===== src/rtl/temp_display_pkg.sv =====
// Shared types and constants for the temperature display stage.
// Holds the conversion FSM encoding and the active-low seven-segment decode.
package temp_display_pkg;

    localparam int DIGITS = 3;
    localparam int IN_W   = 9;
    localparam int BCD_W  = 4 * DIGITS;

    typedef enum logic [1:0] {
        IDLE  = 2'd0,
        SHIFT = 2'd1,
        DONE  = 2'd2
    } conv_state_e;

    localparam logic [1:0] ST_IDLE  = 2'd0;
    localparam logic [1:0] ST_SHIFT = 2'd1;
    localparam logic [1:0] ST_DONE  = 2'd2;

    // Segment order {g,f,e,d,c,b,a}, a lit segment is 0.
    localparam logic [6:0] SEG_BLANK = 7'h7F;
    localparam logic [6:0] SEG_0 = 7'h40;
    localparam logic [6:0] SEG_1 = 7'h79;
    localparam logic [6:0] SEG_2 = 7'h24;
    localparam logic [6:0] SEG_3 = 7'h30;
    localparam logic [6:0] SEG_4 = 7'h19;
    localparam logic [6:0] SEG_5 = 7'h12;
    localparam logic [6:0] SEG_6 = 7'h02;
    localparam logic [6:0] SEG_7 = 7'h78;
    localparam logic [6:0] SEG_8 = 7'h00;
    localparam logic [6:0] SEG_9 = 7'h10;

    function automatic logic [6:0] seg_decode(input logic [3:0] d);
        logic [6:0] s;
        case (d)
            4'd0:    s = SEG_0;
            4'd1:    s = SEG_1;
            4'd2:    s = SEG_2;
            4'd3:    s = SEG_3;
            4'd4:    s = SEG_4;
            4'd5:    s = SEG_5;
            4'd6:    s = SEG_6;
            4'd7:    s = SEG_7;
            4'd8:    s = SEG_8;
            4'd9:    s = SEG_9;
            default: s = SEG_BLANK;
        endcase
        return s;
    endfunction

endpackage


===== src/rtl/temp_display_bin2bcd_seq.sv =====
// Iterative double-dabble: 9-bit binary to three BCD digits, one shift per cycle.
// Latency 10 cycles from start to done; start outside IDLE is ignored (no backpressure).
module bin2bcd_seq
    import temp_display_pkg::*;
(
    input  logic        clk,
    input  logic        rst,
    input  logic        start,
    input  logic [8:0]  bin,
    output logic [11:0] bcd,
    output logic        done
);

    logic [1:0]       state;
    logic [BCD_W-1:0] acc;
    logic [BCD_W-1:0] adj;
    logic [IN_W-1:0]  sr;
    logic [3:0]       cnt;

    always_comb begin
        adj = acc;
        for (int i = 0; i < DIGITS; i++) begin
            if (acc[4*i +: 4] >= 4'd5)
                adj[4*i +: 4] = acc[4*i +: 4] + 4'd3;
        end
    end

    always_ff @(posedge clk or negedge rst) begin
        if (!rst) begin
            state <= ST_IDLE;
            acc   <= '0;
            sr    <= '0;
            cnt   <= '0;
            bcd   <= '0;
            done  <= 1'b0;
        end else begin
            done <= 1'b0;
            case (state)
                ST_IDLE: begin
                    if (start) begin
                        sr    <= bin;
                        acc   <= '0;
                        cnt   <= 4'(IN_W);
                        state <= ST_SHIFT;
                    end
                end
                ST_SHIFT: begin
                    acc <= {adj[BCD_W-2:0], sr[IN_W-1]};
                    sr  <= {sr[IN_W-2:0], 1'b0};
                    cnt <= cnt - 4'd1;
                    if (cnt == 4'd1)
                        state <= ST_DONE;
                end
                ST_DONE: begin
                    bcd   <= acc;
                    done  <= 1'b1;
                    state <= ST_IDLE;
                end
                default: state <= ST_IDLE;
            endcase
        end
    end

endmodule


===== src/rtl/temp_display.sv =====
// Periodic BCD conversion of promedio driving a 3-digit multiplexed active-low display.
// Latency: bcd/valid 10 cycles after each update tick; display registers lag by 1 cycle; no backpressure.
// Leading-zero blanking is enabled by defining TEMP_DISPLAY_BLANK_EN.
module temp_display
    import temp_display_pkg::*;
#(
    parameter int UPDATE_DIV = 5_000_000,
    parameter int SCAN_DIV   = 50_000
) (
    input  logic        clk,
    input  logic        rst,
    input  logic [8:0]  promedio,
    output logic [6:0]  seg,
    output logic [2:0]  an,
    output logic [11:0] bcd,
    output logic        valid
);

    localparam int UW = $clog2(UPDATE_DIV);
    localparam int SW = $clog2(SCAN_DIV);

    if (UPDATE_DIV < 16) begin : g_bad_update_div
        $error("UPDATE_DIV must be at least 16");
    end
    if (SCAN_DIV < 2) begin : g_bad_scan_div
        $error("SCAN_DIV must be at least 2");
    end

    logic [UW-1:0] upd_cnt;
    logic [SW-1:0] scan_cnt;
    logic [1:0]    idx;
    logic          tick;
    logic [3:0]    digit;
    logic          blank;

    assign tick = (upd_cnt == UW'(UPDATE_DIV - 1));

    always_ff @(posedge clk or negedge rst) begin
        if (!rst) begin
            upd_cnt <= '0;
        end else if (tick) begin
            upd_cnt <= '0;
        end else begin
            upd_cnt <= upd_cnt + 1'b1;
        end
    end

    bin2bcd_seq u_conv (
        .clk   (clk),
        .rst   (rst),
        .start (tick),
        .bin   (promedio),
        .bcd   (bcd),
        .done  (valid)
    );

    always_ff @(posedge clk or negedge rst) begin
        if (!rst) begin
            scan_cnt <= '0;
            idx      <= 2'd0;
        end else if (scan_cnt == SW'(SCAN_DIV - 1)) begin
            scan_cnt <= '0;
            idx      <= (idx == 2'd2) ? 2'd0 : idx + 2'd1;
        end else begin
            scan_cnt <= scan_cnt + 1'b1;
        end
    end

    always_comb begin
        case (idx)
            2'd1:    digit = bcd[7:4];
            2'd2:    digit = bcd[11:8];
            default: digit = bcd[3:0];
        endcase
`ifdef TEMP_DISPLAY_BLANK_EN
        // Tens only blanks when the whole upper part is zero, so "105" keeps its 0.
        blank = ((idx == 2'd2) && (bcd[11:8] == 4'd0)) ||
                ((idx == 2'd1) && (bcd[11:4] == 8'd0));
`else
        blank = 1'b0;
`endif
    end

    always_ff @(posedge clk or negedge rst) begin
        if (!rst) begin
            an  <= 3'b111;
            seg <= SEG_BLANK;
        end else if (blank) begin
            an  <= 3'b111;
            seg <= SEG_BLANK;
        end else begin
            an  <= ~(3'b001 << idx);
            seg <= seg_decode(digit);
        end
    end

endmodule


===== config.mk =====
export PLATFORM = sky130hd
export DESIGN_NAME = temp_display
export DESIGN_NICKNAME = d
export VERILOG_FILES = /design/src/rtl/temp_display_pkg.sv /design/src/rtl/temp_display_bin2bcd_seq.sv /design/src/rtl/temp_display.sv
export SDC_FILE = /design/constraint.sdc
export NUM_CORES = 1
export LEC_CHECK = 0
export CAP_MARGIN = 15
export CORE_ASPECT_RATIO = 0.5
export CORE_MARGIN = 2
export CORE_UTILIZATION = 50
export DETAILED_ROUTE_END_ITERATION = 10
export PLACE_DENSITY_LB_ADDON = 0.12
export SETUP_SLACK_MARGIN = 0.2
export SLEW_MARGIN = 0
export SYNTH_ARGS = -nofsm -noshare
export SYNTH_HDL_FRONTEND = slang
export SYNTH_SLANG_ARGS = --single-unit

===== constraint.sdc =====
create_clock -name clk -period 5.23 [get_ports clk]
set_clock_uncertainty 0.1 [all_clocks]
set_input_delay 0.7845 -clock clk [delete_from_list [all_inputs] [get_ports clk]]
set_output_delay 0.7845 -clock clk [all_outputs]
set_load 0.01 [all_outputs]

* Word level (Yosys, flattened, before mapping)
Memories as Yosys holds them, arrays and structs flattened. A register that Yosys moved wholly into a read port is not among the register bits.
Index checks and enable logic that the tools add are counted.
** Word-level totals
- Word-level logic and storage cells :: 54
- ROM bits :: 112
- Bits of input ports :: 11
- Output and inout port bits :: 23
- Bits in registers :: 84
- Memories kept :: 1
- Bits in writable memories :: 0
- Bits in latches :: 0
** Cells by class
- Bitwise gates (word level) :: 1
- Reductions and logical operators :: 5
- $lt $le $gt $ge :: 3
- Muxes and demuxes :: 17
- Shift operators :: 1
- Equal/unequal tests :: 9
- Divide/modulo/power cells :: 0
- Add/sub/neg operators :: 7
- Multiply operators :: 0
** Memories
- (name not given) :: depth 16, bits a word 7, rd ports 1, clocked after memory_dff 1, wr ports 0, RTL line temp_display_pkg.sv:34 : case (d)
** Operator list (count)
- one-hot mux 12 bit (2 select lines) :: 1
- adder 23 x 1 -> 23 bit, second input constant :: 1
- equality test 23 bit, second input constant :: 1
- 2-to-1 mux 23 bit :: 1
- one-hot mux 9 bit (2 select lines) :: 1
- adder 16 x 1 -> 16 bit, second input constant :: 1
- equality test 16 bit, second input constant :: 1
- 2-to-1 mux 16 bit :: 1
- one-hot mux 4 bit (2 select lines) :: 2
- greater-or-equal comparator 4 x 3 -> 1 bit, second input constant :: 3
- 2-to-1 mux 12 bit :: 1
- 2-to-1 mux 4 bit :: 3
- 2-to-1 mux 9 bit :: 1
- adder 4 x 2 -> 4 bit, second input constant :: 2
- 2-to-1 mux 2 bit :: 3
- equality test 2 x 1 -> 1 bit, second input constant :: 2
- equality test 2 bit, second input constant :: 2
- equality test 4 x 1 -> 1 bit, second input constant :: 1
- one-hot mux 2 bit (2 select lines) :: 1
- AND reduction 2 bit :: 2
- subtractor 4 x 1 -> 4 bit, second input constant :: 1
- adder 3 x 2 -> 3 bit, second input constant :: 1
- 2-to-1 mux 3 bit :: 1
- NOT 3 bit :: 1
- 8 further kinds :: 8

* Logic depth before layout (Yosys ltp)
Gate-level depths: netlist (run 1).
- Depth in word-level cells :: 3
- Mapped depth :: 11
- Depth with buffers taken out :: 10

* By module
From an unflattened synthesis (run 1), not the netlist that was laid out.
** Unflattened totals
- Cell total of the unflattened synthesis :: 426
- Area, all modules :: 4471.8 um^2
** By module, submodules not included
- temp_display :: area an instance 2492.4 um^2, instances 1, sequential area each 1288.7 um^2, cells an instance 230
- bin2bcd_seq :: area an instance 1979.4 um^2, instances 1, sequential area each 1001.0 um^2, cells an instance 196

* Worst setup path after synthesis (run 1)
OpenSTA, ideal clock, no wires.
- Path type :: register -> register
- Start :: register idx[0]
- End :: register seg[6]
- Data required time :: 5.053 ns
- Setup slack :: 3.140 ns
- Buffers on the path :: 1
- Stages on the path, launching flop included :: 11
- Period minus slack after synthesis :: 2.090 ns
- Arrival :: 1.913 ns
- Setup time :: 0.077 ns
- Cells stage by stage :: dfrtp_1 > inv_1 > ha_1 > clkbuf_1 > nor2_1 > a21oi_1 > ha_1 > a211oi_1 > a21oi_1 > nor2_1 > a31oi_1
** On the way
- Longest elaborated chain between the ends :: 2
- Elaborated cells on any way between the ends :: 3
- Classes of those cells :: 2 x eq/ne; 1 x mux
** RTL lines
- from (decl) :: RTL line temp_display.sv:31 : logic [1:0] idx;
- from (signal assigned) :: RTL line temp_display.sv:63 : idx <= (idx == 2'd2) ? 2'd0 : idx + 2'd1;
- equality test 2 bit / equality test 2 x 1 -> 1 bit (equally long branches) :: RTL line temp_display.sv:70 : case (idx)
- one-hot mux 4 bit (2 select lines) (*) :: RTL line temp_display.sv:70
- to (decl) :: RTL line temp_display.sv:13 : output logic [6:0] seg,
Mark *: on every way between the ends. The rest lies on a longest branch, timed or not.
A chain may end at the register's enable or synchronous reset.

* Worst setup path after layout (run 1)
- Start :: register upd_cnt[0]
- End :: register u_conv.acc[11]
** On the way
- Longest elaborated chain between the ends :: 3
** RTL lines
- from (decl) :: RTL line temp_display.sv:29 : logic [UW-1:0] upd_cnt;
- from (signal assigned) :: RTL line temp_display.sv:44 : upd_cnt <= upd_cnt + 1'b1;
- equality test 23 bit :: RTL line temp_display.sv:36 : assign tick = (upd_cnt == UW'(UPDATE_DIV - 1));
- != test 2 bit (no source line)
- AND reduction 2 bit (no source line)
- to (signal assigned) :: RTL line temp_display_bin2bcd_seq.sv:48 : acc <= {adj[BCD_W-2:0], sr[IN_W-1]};
- to (decl) :: RTL line temp_display_bin2bcd_seq.sv:15 : logic [BCD_W-1:0] acc;
No other way between the ends.

==> impl_metrics.tcl, run 1 <==
set metrics [dict create \
    clk_latency_ns 0.34 \
    period_share_pct 48.2 \
    ys_ff_latch 91 \
    num_vias 3014 \
    cp-end-kind "flop" \
    synth_top_family_by_area "simple AND/OR/NAND/NOR gates" \
    synth_area_per_cell_um2 10.8 \
    min_path_type "input port to asynchronous set/reset pin" \
    core_um2 8170 \
    synth_compound_area_share_pct 12.8 \
    hold_buffers 0 \
    finalSetupViolations 0 \
    fill_cells 657 \
    finalHoldViolations 0 \
    cp.arrival_ns 2.64 \
    worst_slew_pin_slew_ns 0.831 \
    synth_ff_type "dfrtp_1" \
    clkTransAtPathRegs_ns 0.07 \
    critPathKind "flop to flop" \
    drcViolationCount 0 \
    vdd_ir_drop_max_uv 200 \
    yosys-top-cells-area "dfrtp_1 47%, dfstp_2 6.1%, ha_1 5.2%" \
    fmax_mhz 396 \
    routed_via_density 5.47 \
    clockRootBuffer "clkbuf_16" \
    yosys.area_share.simple_pct 14.5 \
    grt_pass1_wl_mm 14.2 \
    die_area_um2 9400 \
    fin_nets 463 \
    drt-total-wl_mm 8.18 \
    row_count 23 \
    synth-edff-count 0 \
    async_flop_share_pct 100 \
    clock_path_buffers 2 \
    dp_hpwl_mm 5.68 \
    synthXorXnorAreaFrac_pct 6.93 \
    overflow 0 \
    initial_core_util_pct 52.6 \
    relSlewSlack_pct 44.6 \
    final_util_pct 61.7 \
    power_leakage_nw 2.20 \
    grt_max_degree 55 \
    yosysTopAreaCellShare_pct 47.2 \
    synthesis.nets 426 \
    yosysMostFrequentCell "dfrtp_1" \
    setup_tns_ns 0 \
    rsz0062_at_grt "false" \
    ys_types 44 \
    grt_pass1_vias 3042 \
    slowest_stage "and2_1" \
    track_usage_pct 19.2 \
    worst_setup_path_start_kind "flop" \
    status "complete, no violations" \
    area_growth_syn_to_layout_pct 17.4 \
    ys_seq_area_share_pct 53.3 \
    io_buffer_count 33 \
    synthMuxAreaShare_pct 4.08 \
    gp_congestion 0.799 \
    cts_resized 0 \
    die_w_um 135 \
    pin_count 34 \
    path_cells "ha_1 -> nand2_1 -> nor4_2 -> and2_1 -> o21ai_4 -> a22o_1" \
    synth_fa_ha_area_share_pct 5.24 \
    synth_cells 397 \
    cts_tree "built" \
    postCtsSetupRepairBufs 0 \
    max_cap_violations 0 \
    numCtsBuffers 9 \
    drive_above_1_share_pct 10.5 \
    worst_path_dominant_cell_family "simple AND/OR/NAND/NOR gates" \
    crit_buf_inv 0 \
    routedWlPerCell_um 14.8 \
    diodes 0 \
    drt-pass1-iter-count 4 \
    antenna_found_initial 0 \
    drtIter0Drc 169 \
    maxSlewViolCount 0 \
    synth.largest_area_cell "dfrtp_1" \
    critical-path-max-stage-delay_ns 0.72 \
    clkSinkCount 91 \
    critPathMaxFanout 22 \
    ys.warnings.count 0 \
    synth_area_um2 4300 \
    required_ns 5.35 \
    h-tree-depth 3 \
    min_period_ns 2.52 \
    synth_commonest_cells "81 x dfrtp_1, 36 x nor2_1, 24 x nand2_1" \
    powerDensity_nw_per_um2 273 \
    ant_nets 0 \
    die_h_um 69.6 \
]
-- worst register-to-register path: stages (launching register included) --
cell and delay (ns):
dfrtp_1 0.40, ha_1 0.23, nand2_1 0.13, nor4_2 0.27, and2_1 0.72, o21ai_4 0.26, a22o_1 0.30
-- kinds of logic after synthesis --
kind of cell | count (synthesis)
xor gates and xnor gates | 34
buffers and inverters | 33
and+or+nand+nor | 121
muxes | 16
DFF | 91
AOI/OAI and AO/OA | 84
adders and majority gates | 18
-- state kept, by name (all words and copies together), names as in the netlist, 3 cells and up --
| signal | count |
|---|---|
| seg | 7 |
| u_conv.bcd | 12 |
| an | 3 |
| upd_cnt | 23 |
| scan_cnt | 16 |
| u_conv.cnt | 4 |
| u_conv.sr | 9 |
| u_conv.acc | 12 |
-- power breakdown --
part | internal, mW | total, mW | switching [mW]
Sequential | 0.704 | 0.704 | 0
Clock | 0.395 | 0.649 | 0.254
Combinational | 0.00713 | 0.0211 | 0.0140
Total | 1.11 | 1.37 | 0.268
-- final timing paths --
kind	start	endpoint	slack, ns	depth (start not counted)
max in group asynchronous	rst	upd_cnt[5]$_DFF_PN0_	3.70	2
min reg2reg	upd_cnt[20]$_DFF_PN0_	upd_cnt[20]$_DFF_PN0_	0.39	1
min	rst	u_conv.bcd[5]$_DFFE_PN0P_	0.30	1
max reg2reg	upd_cnt[0]$_DFF_PN0_	u_conv.acc[11]$_DFFE_PN0P_	2.71	6
min in group clk	upd_cnt[20]$_DFF_PN0_	upd_cnt[20]$_DFF_PN0_	0.39	1
max	upd_cnt[0]$_DFF_PN0_	u_conv.acc[11]$_DFFE_PN0P_	2.71	6
-- cell type report --
cell class,count,area [µm²],area share [%]
clock inverter,4,48.8,0.968
inverter,23,86.3,1.71
sequential,91,2290,45.4
multi-input combinational,273,1870,37.1
clock buffer,12,256,5.09
tap,112,140,2.78
timing repair buffer,36,352,6.97
-- per-layer routing --
layer / global-route usage (%) / vias to the layer above / wire length [µm]
li1: - / 1479 / -
met2: 31.1 / 59 / 3960
met3: 6.07 / 4 / 338
met1: 24.8 / 1472 / 3840
met4: 5.90 / 0 / 39
met5: 0 / - / 0
-- cells in the final DEF, fill, tap and decap left out, types with 4 or more instances in the layout --
master / count
dfrtp_1: 81
nor2_1: 36
clkdlybuf4s50_1: 32
nand2_1: 24
inv_1: 22
xnor2_1: 22
nand3_1: 20
ha_1: 18
o21ai_0: 17
o22ai_1: 17
a21oi_1: 16
xor2_1: 12
a22o_1: 12
mux2_2: 12
dfstp_2: 10
clkbuf_16: 9
a21o_1: 7
nand4_1: 7
a22oi_1: 5
nor3_1: 5
and4_1: 5
nand3b_1: 4
mux2i_1: 4
-- stage by stage --
stage	power, mW	worst slack [ns]	cells	instance area (µm²)	hold WS [ns]
2_1_floorplan	0.718	3.14	397	4300	0.350
3_3_place_gp	0.739	2.81	533	4720	0.382
3_5_place_dp	0.740	2.69	533	4720	0.382
4_1_cts	1.40	2.69	549	5030	0.307
5_1_grt	1.43	2.50	551	5040	0.323
6_report	1.37	2.71	551	5040	0.303
No activity file was read; power rests on OpenSTA's default activity.
==> inputs of run 2 (changes only) <==
==> constraint.sdc (replaced) <==
create_clock -name clk -period 2.2 [get_ports clk]
set_clock_uncertainty 0.1 [all_clocks]
set_input_delay 0.33 -clock clk [delete_from_list [all_inputs] [get_ports clk]]
set_output_delay 0.33 -clock clk [all_outputs]
set_load 0.01 [all_outputs]
==> impl_metrics.tcl, run 2 (same netlist as run 1, synthesis figures left out) <==
set metrics [dict create \
    fin_nets 478 \
    top_layer "met4" \
    final_common_cell "dfrtp_1" \
    finalHoldViolations 0 \
    io_buffer_count 33 \
    pin_count 34 \
    track_usage_pct 20.7 \
    status "complete, no violations" \
    drcViolationCount 0 \
    worst_setup_path_start_kind "flop" \
    gp_congestion 0.822 \
    maxSlewViolCount 0 \
    min_period_ns 1.92 \
    die_area_um2 9400 \
    finalSetupViolations 0 \
    dr_wl_met2_mm 4.30 \
    routed_via_density 5.55 \
    final_cell_mix "81 x dfrtp_1, 35 x nor2_1, 32 x clkdlybuf4s50_1, 24 x nand2_1, 22 x xnor2_1" \
    rsz0062_at_grt "false" \
    cp.arrival_ns 2.08 \
    num_vias 3144 \
    die_h_um 69.6 \
    min_path_type "flop to flop" \
    row_count 23 \
    numCtsBuffers 9 \
    antenna_found_initial 0 \
    clkSinkCount 91 \
    setup_tns_ns 0 \
    fin_area_um2 5270 \
    core_um2 8170 \
    initial_core_util_pct 52.6 \
    clockRootBuffer "clkbuf_16" \
    clk_latency_ns 0.34 \
    ant_nets 0 \
    h-tree-depth 3 \
    wl_met3_um 331 \
    die_w_um 135 \
    drive_above_1_share_pct 16.7 \
    clock_path_buffers 2 \
    top_regs "upd_cnt (23), scan_cnt (16)" \
    critPathKind "flop to flop" \
    cp-end-kind "flop" \
    routedWlPerCell_um 16.0 \
    drt-pass1-iter-count 5 \
    worst_slew_pin_slew_ns 0.532 \
    largest_register "upd_cnt" \
    period_share_pct 87.2 \
    required_ns 2.36 \
    vdd_ir_drop_max_uv 398 \
    drt-total-wl_mm 9.05 \
    overflow 0 \
    max_cap_violations 0 \
    placed_cell_area_um2 4810 \
    area_growth_syn_to_layout_pct 22.7 \
    drtIter0Drc 206 \
    wl_met1_mm 4.33 \
    cts_tree "built" \
    instances_no_fill 566 \
    largest_reg_flops 23 \
    critPathMaxFanout 5 \
    dp_cells 542 \
    power_leakage_nw 2.32 \
    relSlewSlack_pct 64.5 \
    grt_max_degree 44 \
    timing.hold.ws_ns 0.390 \
    grt_pass1_wl_mm 15.5 \
    fmax_mhz 521 \
    clkTransAtPathRegs_ns 0.07 \
    diodes 0 \
    dp_hpwl_mm 6.31 \
    grt_pass1_vias 3195 \
    powerDensity_nw_per_um2 644 \
]
-- run 2: metrics by stage --
step | worst slack, ns | utilization (%) | power [mW]
floorplan | 0.240 | - | 1.71
global placement | 0.200 | 58.8 | 1.76
detailed placement | 0.0621 | 58.8 | 1.76
finish | 0.282 | 64.5 | 3.39
CTS | 0.169 | 63.2 | 3.42
global route | 0.163 | 64.5 | 3.51
-- run 2: final timing paths --
path / cells after the start / end / start / slack [ns]
max: 10 / seg[6]$_DFF_PN1_ / idx[0]$_DFFE_PN0N_ / 0.28
min: 1 / upd_cnt[4]$_DFF_PN0_ / upd_cnt[4]$_DFF_PN0_ / 0.39
max reg2reg: 10 / seg[6]$_DFF_PN1_ / idx[0]$_DFFE_PN0N_ / 0.28
min reg2reg: 1 / upd_cnt[4]$_DFF_PN0_ / upd_cnt[4]$_DFF_PN0_ / 0.39
max in group asynchronous: 3 / upd_cnt[2]$_DFF_PN0_ / rst / 0.94
min in group asynchronous: 2 / idx[1]$_DFFE_PN0N_ / rst / 0.43
-- run 2: layer usage --
| metal | vias to the layer above | GRT usage [%] |
|---|---|---|
| li1 | 1510 | - |
| met4 | 0 | 5.67 |
| met5 | - | 0 |
| met2 | 48 | 33.0 |
| met3 | 8 | 5.26 |
| met1 | 1578 | 28.5 |
-- run 2: area by class of cell --
| class | count | area (µm²) |
|---|---|---|
| Inverter | 23 | 86.3 |
| Tap cell | 112 | 140 |
| Sequential cell | 91 | 2290 |
| Clock inverter | 7 | 98.8 |
| Clock buffer | 9 | 225 |
| Timing Repair Buffer | 51 | 482 |
| Fill cell | 630 | 2900 |
| Multi-Input combinational cell | 273 | 1950 |
-- run 2: timing repair --
item | 4_1_cts | 5_1_grt
hold endpoints to repair | 31 | 0
setup buffers | 1 | 6
pin swaps | 1 | 5
hold buffers | 1 | 0
endpoints found under the setup margin | 9 | 18
resized for setup | 5 | 15
cloned | 0 | 0
-- run 2: power by group --
group,switching [mW],internal [mW],leakage (nW)
logic,0.0347,0.0217,0.995
registers,0,1.67,1.17
clock network,0.660,1.00,0.156
-- run 2: critical path, stage by stage (launching register included) --
cell and delay [ns]:
dfrtp_1 0.39, buf_4 0.16, ha_4 0.18, a22oi_2 0.15, a21o_1 0.16, inv_2 0.05, ha_2 0.18, a211oi_2 0.24
a21oi_1 0.07, nor2_1 0.11, a31oi_1 0.05
